`src/rtl/axis_frame_src.sv`:
```
// AXI-Stream framed traffic generator: len-beat frames of incrementing data,
// k idle cycles between frames, run length set by num_frames or ended by stop.
module axis_frame_src #(
   parameter int Data_width = 8,
   parameter int Cnt_width  = 8
) (
   input  logic                  clk,
   input  logic                  rst,
   input  logic                  start,
   input  logic [Data_width-1:0] seed,
   input  logic [Data_width-1:0] k,
   input  logic [Data_width-1:0] len,
   input  logic [Cnt_width-1:0]  num_frames,
   input  logic                  stop,
   output logic [Data_width-1:0] m_data,
   output logic                  m_valid,
   output logic                  m_last,
   input  logic                  m_ready,
   output logic                  busy,
   output logic                  done,
   output logic [Cnt_width-1:0]  frames_sent
);

   typedef enum logic [1:0] {IDLE, SEND, GAP, DONE} state_t;

   localparam logic [Data_width-1:0] ONE_D = Data_width'(1);
   localparam logic [Cnt_width-1:0]  ONE_C = Cnt_width'(1);

   state_t                state, state_nxt;
   logic [Data_width-1:0] data_q;
   logic [Data_width-1:0] beat_cnt;
   logic [Data_width-1:0] gap_cnt;
   logic [Data_width-1:0] k_q;
   logic [Data_width-1:0] len_m1_q;
   logic [Cnt_width-1:0]  nf_q;
   logic                  stop_pend;
   logic                  last_q;

   logic xfer, beat_last, end_run, gap_end, stop_any;

   assign xfer      = (state == SEND) && m_ready;
   assign beat_last = (beat_cnt == len_m1_q);
   assign stop_any  = stop_pend || stop;
   assign end_run   = ((nf_q != '0) && ((frames_sent + ONE_C) == nf_q)) || stop_any;
   assign gap_end   = (gap_cnt == (k_q - ONE_D));

   always_ff @(posedge clk or negedge rst) begin
      if (!rst) state <= IDLE;
      else      state <= state_nxt;
   end

   always_comb begin
      state_nxt = state;
      case (state)
         IDLE: if (start) state_nxt = SEND;
         SEND: if (xfer && beat_last)
                  state_nxt = end_run ? DONE : ((k_q != '0) ? GAP : SEND);
         GAP:  if (gap_end) state_nxt = stop_any ? DONE : SEND;
         DONE: state_nxt = IDLE;
         default: state_nxt = IDLE;
      endcase
   end

   always_comb begin
      m_valid = (state == SEND);
      m_last  = last_q && (state == SEND);
      m_data  = data_q;
      busy    = (state == SEND) || (state == GAP);
      done    = (state == DONE);
   end

   // Run configuration is only captured at start, so it needs no reset.
   always_ff @(posedge clk) begin
      if (state == IDLE && start) begin
         k_q      <= k;
         len_m1_q <= (len == '0) ? '0 : len - ONE_D;
         nf_q     <= num_frames;
      end
   end

   // last_q tracks the beat counter one step ahead so m_last is a flop output.
   always_ff @(posedge clk or negedge rst) begin
      if (!rst) begin
         data_q      <= '0;
         beat_cnt    <= '0;
         gap_cnt     <= '0;
         frames_sent <= '0;
         stop_pend   <= 1'b0;
         last_q      <= 1'b0;
      end else if (state == IDLE && start) begin
         data_q      <= seed;
         beat_cnt    <= '0;
         gap_cnt     <= '0;
         frames_sent <= '0;
         stop_pend   <= 1'b0;
         last_q      <= (len <= ONE_D);
      end else begin
         if (busy && stop) stop_pend <= 1'b1;
         if (state == DONE) stop_pend <= 1'b0;
         if (xfer) begin
            data_q <= data_q + ONE_D;
            if (beat_last) begin
               beat_cnt    <= '0;
               gap_cnt     <= '0;
               frames_sent <= frames_sent + ONE_C;
               last_q      <= (len_m1_q == '0);
            end else begin
               beat_cnt <= beat_cnt + ONE_D;
               last_q   <= ((beat_cnt + ONE_D) == len_m1_q);
            end
         end
         if (state == GAP) gap_cnt <= gap_cnt + ONE_D;
      end
   end

endmodule

```
`config.mk`:
```
export PLATFORM = sky130hd
export DESIGN_NAME = axis_frame_src
export DESIGN_NICKNAME = d
export VERILOG_FILES = /design/src/rtl/axis_frame_src.sv
export SDC_FILE = /design/constraint.sdc
export NUM_CORES = 1
export LEC_CHECK = 0
export CAP_MARGIN = 20
export CORE_MARGIN = 2
export CORE_UTILIZATION = 40
export DETAILED_ROUTE_END_ITERATION = 6
export SYNTH_ARGS = -nofsm -noshare
export SYNTH_HDL_FRONTEND = slang
export SYNTH_SLANG_ARGS = --single-unit
```
`constraint.sdc`:
```
create_clock -name clk -period 6.5 [get_ports clk]
set_clock_uncertainty 0.05 [all_clocks]
set_input_delay 1.3 -clock clk [delete_from_list [all_inputs] [get_ports clk]]
set_output_delay 1.3 -clock clk [all_outputs]
set_load 0.005 [all_outputs]
```
==> results.ini <==
[clock_tree]
clk_pin_slew_ns = 0.07
htree_levels = 3
post_cts_resized = 0
tritoncts = built
clk_latency_ns = 0.34
ctsHoldBuffers = 0
clock_path_buffers = 2
numCtsBuffers = 9
cts_setup_buffers = 0
cts_sinks = 60
cts-root-buf = clkbuf_8

[setup_path]
worst_ep_arrival_time_ns = 1.96
crit_fanout = 9
worstReg2RegStart = state[0]
cp.required_ns = 5.15
reg2reg_to = beat_cnt[5]
worstSetupEndpointType = output pin
critPathBufInv = 2
criticalPathCategory = flop to output pin
crit_chain = inv_1 > ha_1 > and2_1 > clkdlybuf4s50_1
slowest_delay_ns = 0.50
r2r_cells = 8
reg2reg_setup_slack_ns = 3.99
crit_slowest_cell = clkdlybuf4s50_1
crit_start = state[1]
start_kind = flop
worst_path_dominant_cell_family = buffers and inverters

[cells_and_area]
mostFrequentLayoutCell = clkdlybuf4s50_1
regArea_sq_mm = 0.001622
num-nets-final = 468
drive_gt1_frac = 0.06383
final_cell_mix = 56 x clkdlybuf4s50_1, 36 x dfrtp_1, 35 x nor2_1
area_growth_pct = 24.55
stdcell_count = 531
fillCellCount = 798
diodes = 0
fin_area_sq_mm = 0.004405
multi_input_area_sq_mm = 0.001799

[global_routing]
grt_remaining_overflow = 0
antenna_found_initial = 0
met2_usage = 0.2471
grt_pass1_vias = 2653
grt_use_met3 = 0.04366
grt_pass1_wl_um = 12900
grtUsageTotal = 0.1657
grt.met1_usage = 0.2375
grt_max_degree = 46
grt_busiest_layer = met2

[sta]
fmax_ghz = 0.3024
setup_viol = 0
grt_setup_unrepaired = no
slew_headroom = 0.4392
holdWs_ns = 0.4938
final_max_slew_viol_count = 0
finalSetupTns_ns = 0
min_period_ns = 3.307
worst_slack_ns = 3.193
min_period_over_period = 0.5087
finalHoldViolCount = 0
worst_pin_slew_ns = 0.8375

[placed_design]
place_ws_ns = 3.011
place.gp.congestion = 0.7979
place_area_sq_mm = 0.004188
placed_cells = 515
place_hpwl_um = 5586
io_buffers = 56

[synth]
syn_area_sq_mm = 0.003537
synth-seq-area-share = 0.4584
synth-seq-cells = 60
synth_cell_types = 56
synthFlopType = dfrtp_1
syn_area_per_cell_sq_um = 9.853
yosys_warnings = 0
async_reset_ff_frac = 0.6000
synthCells = 359
synth_edf_count = 24
syn-num-nets = 409

[power_and_ir_drop]
ir_worst_vdd_mv = 0.1357
p_leak_nw = 1.684
powerDensity_mw_per_mm2 = 321.9

[floorplan]
dieHeight_um = 98.04
dieArea_sq_mm = 0.009611
io_pins = 57
core-area_sq_mm = 0.008636
rows = 34
die_w_um = 98.04
initial_core_util = 0.4096

[hold_path]
hold_path_class = flop to flop
hold_depth = 1
holdPathEnd = gap_cnt[6]
min_from = gap_cnt[6]

[outcome]
status = finished clean

[flow_run]
maxCapViolations = 0

[drt]
postRouteAntennaNets = 0
drc_errors = 0
wl_per_cell_um = 14.45
drtIter0Drc = 98
drt_wl_total_um = 7672
avgViaCountPerCell = 5.339
vias = 2835
first_pass_iters = 4

[layer usage]
metal | up-vias | part of all wire
li1 | 1415 | -
met1 | 1353 | 0.49
met2 | 61 | 0.45
met3 | 6 | 0.041
met4 | 0 | 0.014
met5 | - | 0
[Yosys cell counts, drive strengths merged, types with 2 or more instances]
library cell  number  area [sq um]
o22ai              2         12.51
inv               15         56.30
nor2              35         131.4
o21ai             32         163.9
nand4b             2         17.52
xnor2             28         252.8
clkbuf             5         18.77
nor3              13         81.33
nor4               7         43.79
nand4              8         56.30
a311o              2         20.02
a21oi              9         48.80
o31ai              5         37.54
buf                5         41.29
o211ai             3         22.52
and2               4         25.02
nand3             15         80.08
o41ai              2         25.03
and3               8         50.05
edfxtp            24         720.7
dfrtp             36         900.9
xor2              21         183.9
nand2b             3         18.77
nor2b              4         25.02
nand2             33         123.9
a31oi              5         31.28
nor3b              2         15.01
ha                13         162.7
[through the flow]
step           power, mW    util
6_report           1.418  0.5101
5_1_grt            1.516  0.5101
4_1_cts            1.433  0.5101
3_5_place_dp       1.058  0.4849
3_3_place_gp       1.047  0.4849
2_1_floorplan     0.8646       -
[how the worst max path moves through the flow]
stage | endpoint | slack (ns) | cells after the start
after floorplan | k_q[0] | 3.35 | 4
after global placement | beat_cnt[2] | 3.07 | 7
after global routing | m_last | 3.08 | 4
after detailed placement | beat_cnt[4] | 3.01 | 7
final | m_last | 3.19 | 4
after CTS | m_last | 3.15 | 4
[cell type report]
type	count	area share
multi-input combinational	274	0.4084
sequential	60	0.3681
tap	108	0.03067
clock buffer	11	0.03209
clock inverter	5	0.01732
inverter	15	0.01278
timing repair buffer	58	0.1306
[report_power, final]
part           internal (mW)  switching (mW)  leakage [nW]
registers              0.479          0.0829         0.697
clock network          0.224           0.145         0.107
logic                  0.235           0.252         0.880
total                  0.939           0.479          1.68
[state kept, by name, indices dropped and copies added (netlist names), 2 cells and up]
name / cells
k_q: 8
m_data: 8
nf_q: 8
frames_sent: 8
gap_cnt: 8
state: 2
len_m1_q: 8
beat_cnt: 8
[logic make-up after synthesis]
kind of cell / Yosys count / synth area share
muxes: 1 / 0.002830
AOI/OAI and AO/OA: 73 / 0.1380
xor gates and xnor gates: 49 / 0.1235
buffers and inverters: 25 / 0.03290
DFF: 60 / 0.4584
and+or+nand+nor: 137 / 0.1956
adders and majority gates: 14 / 0.04882
Power figures use the tool's default switching activity.
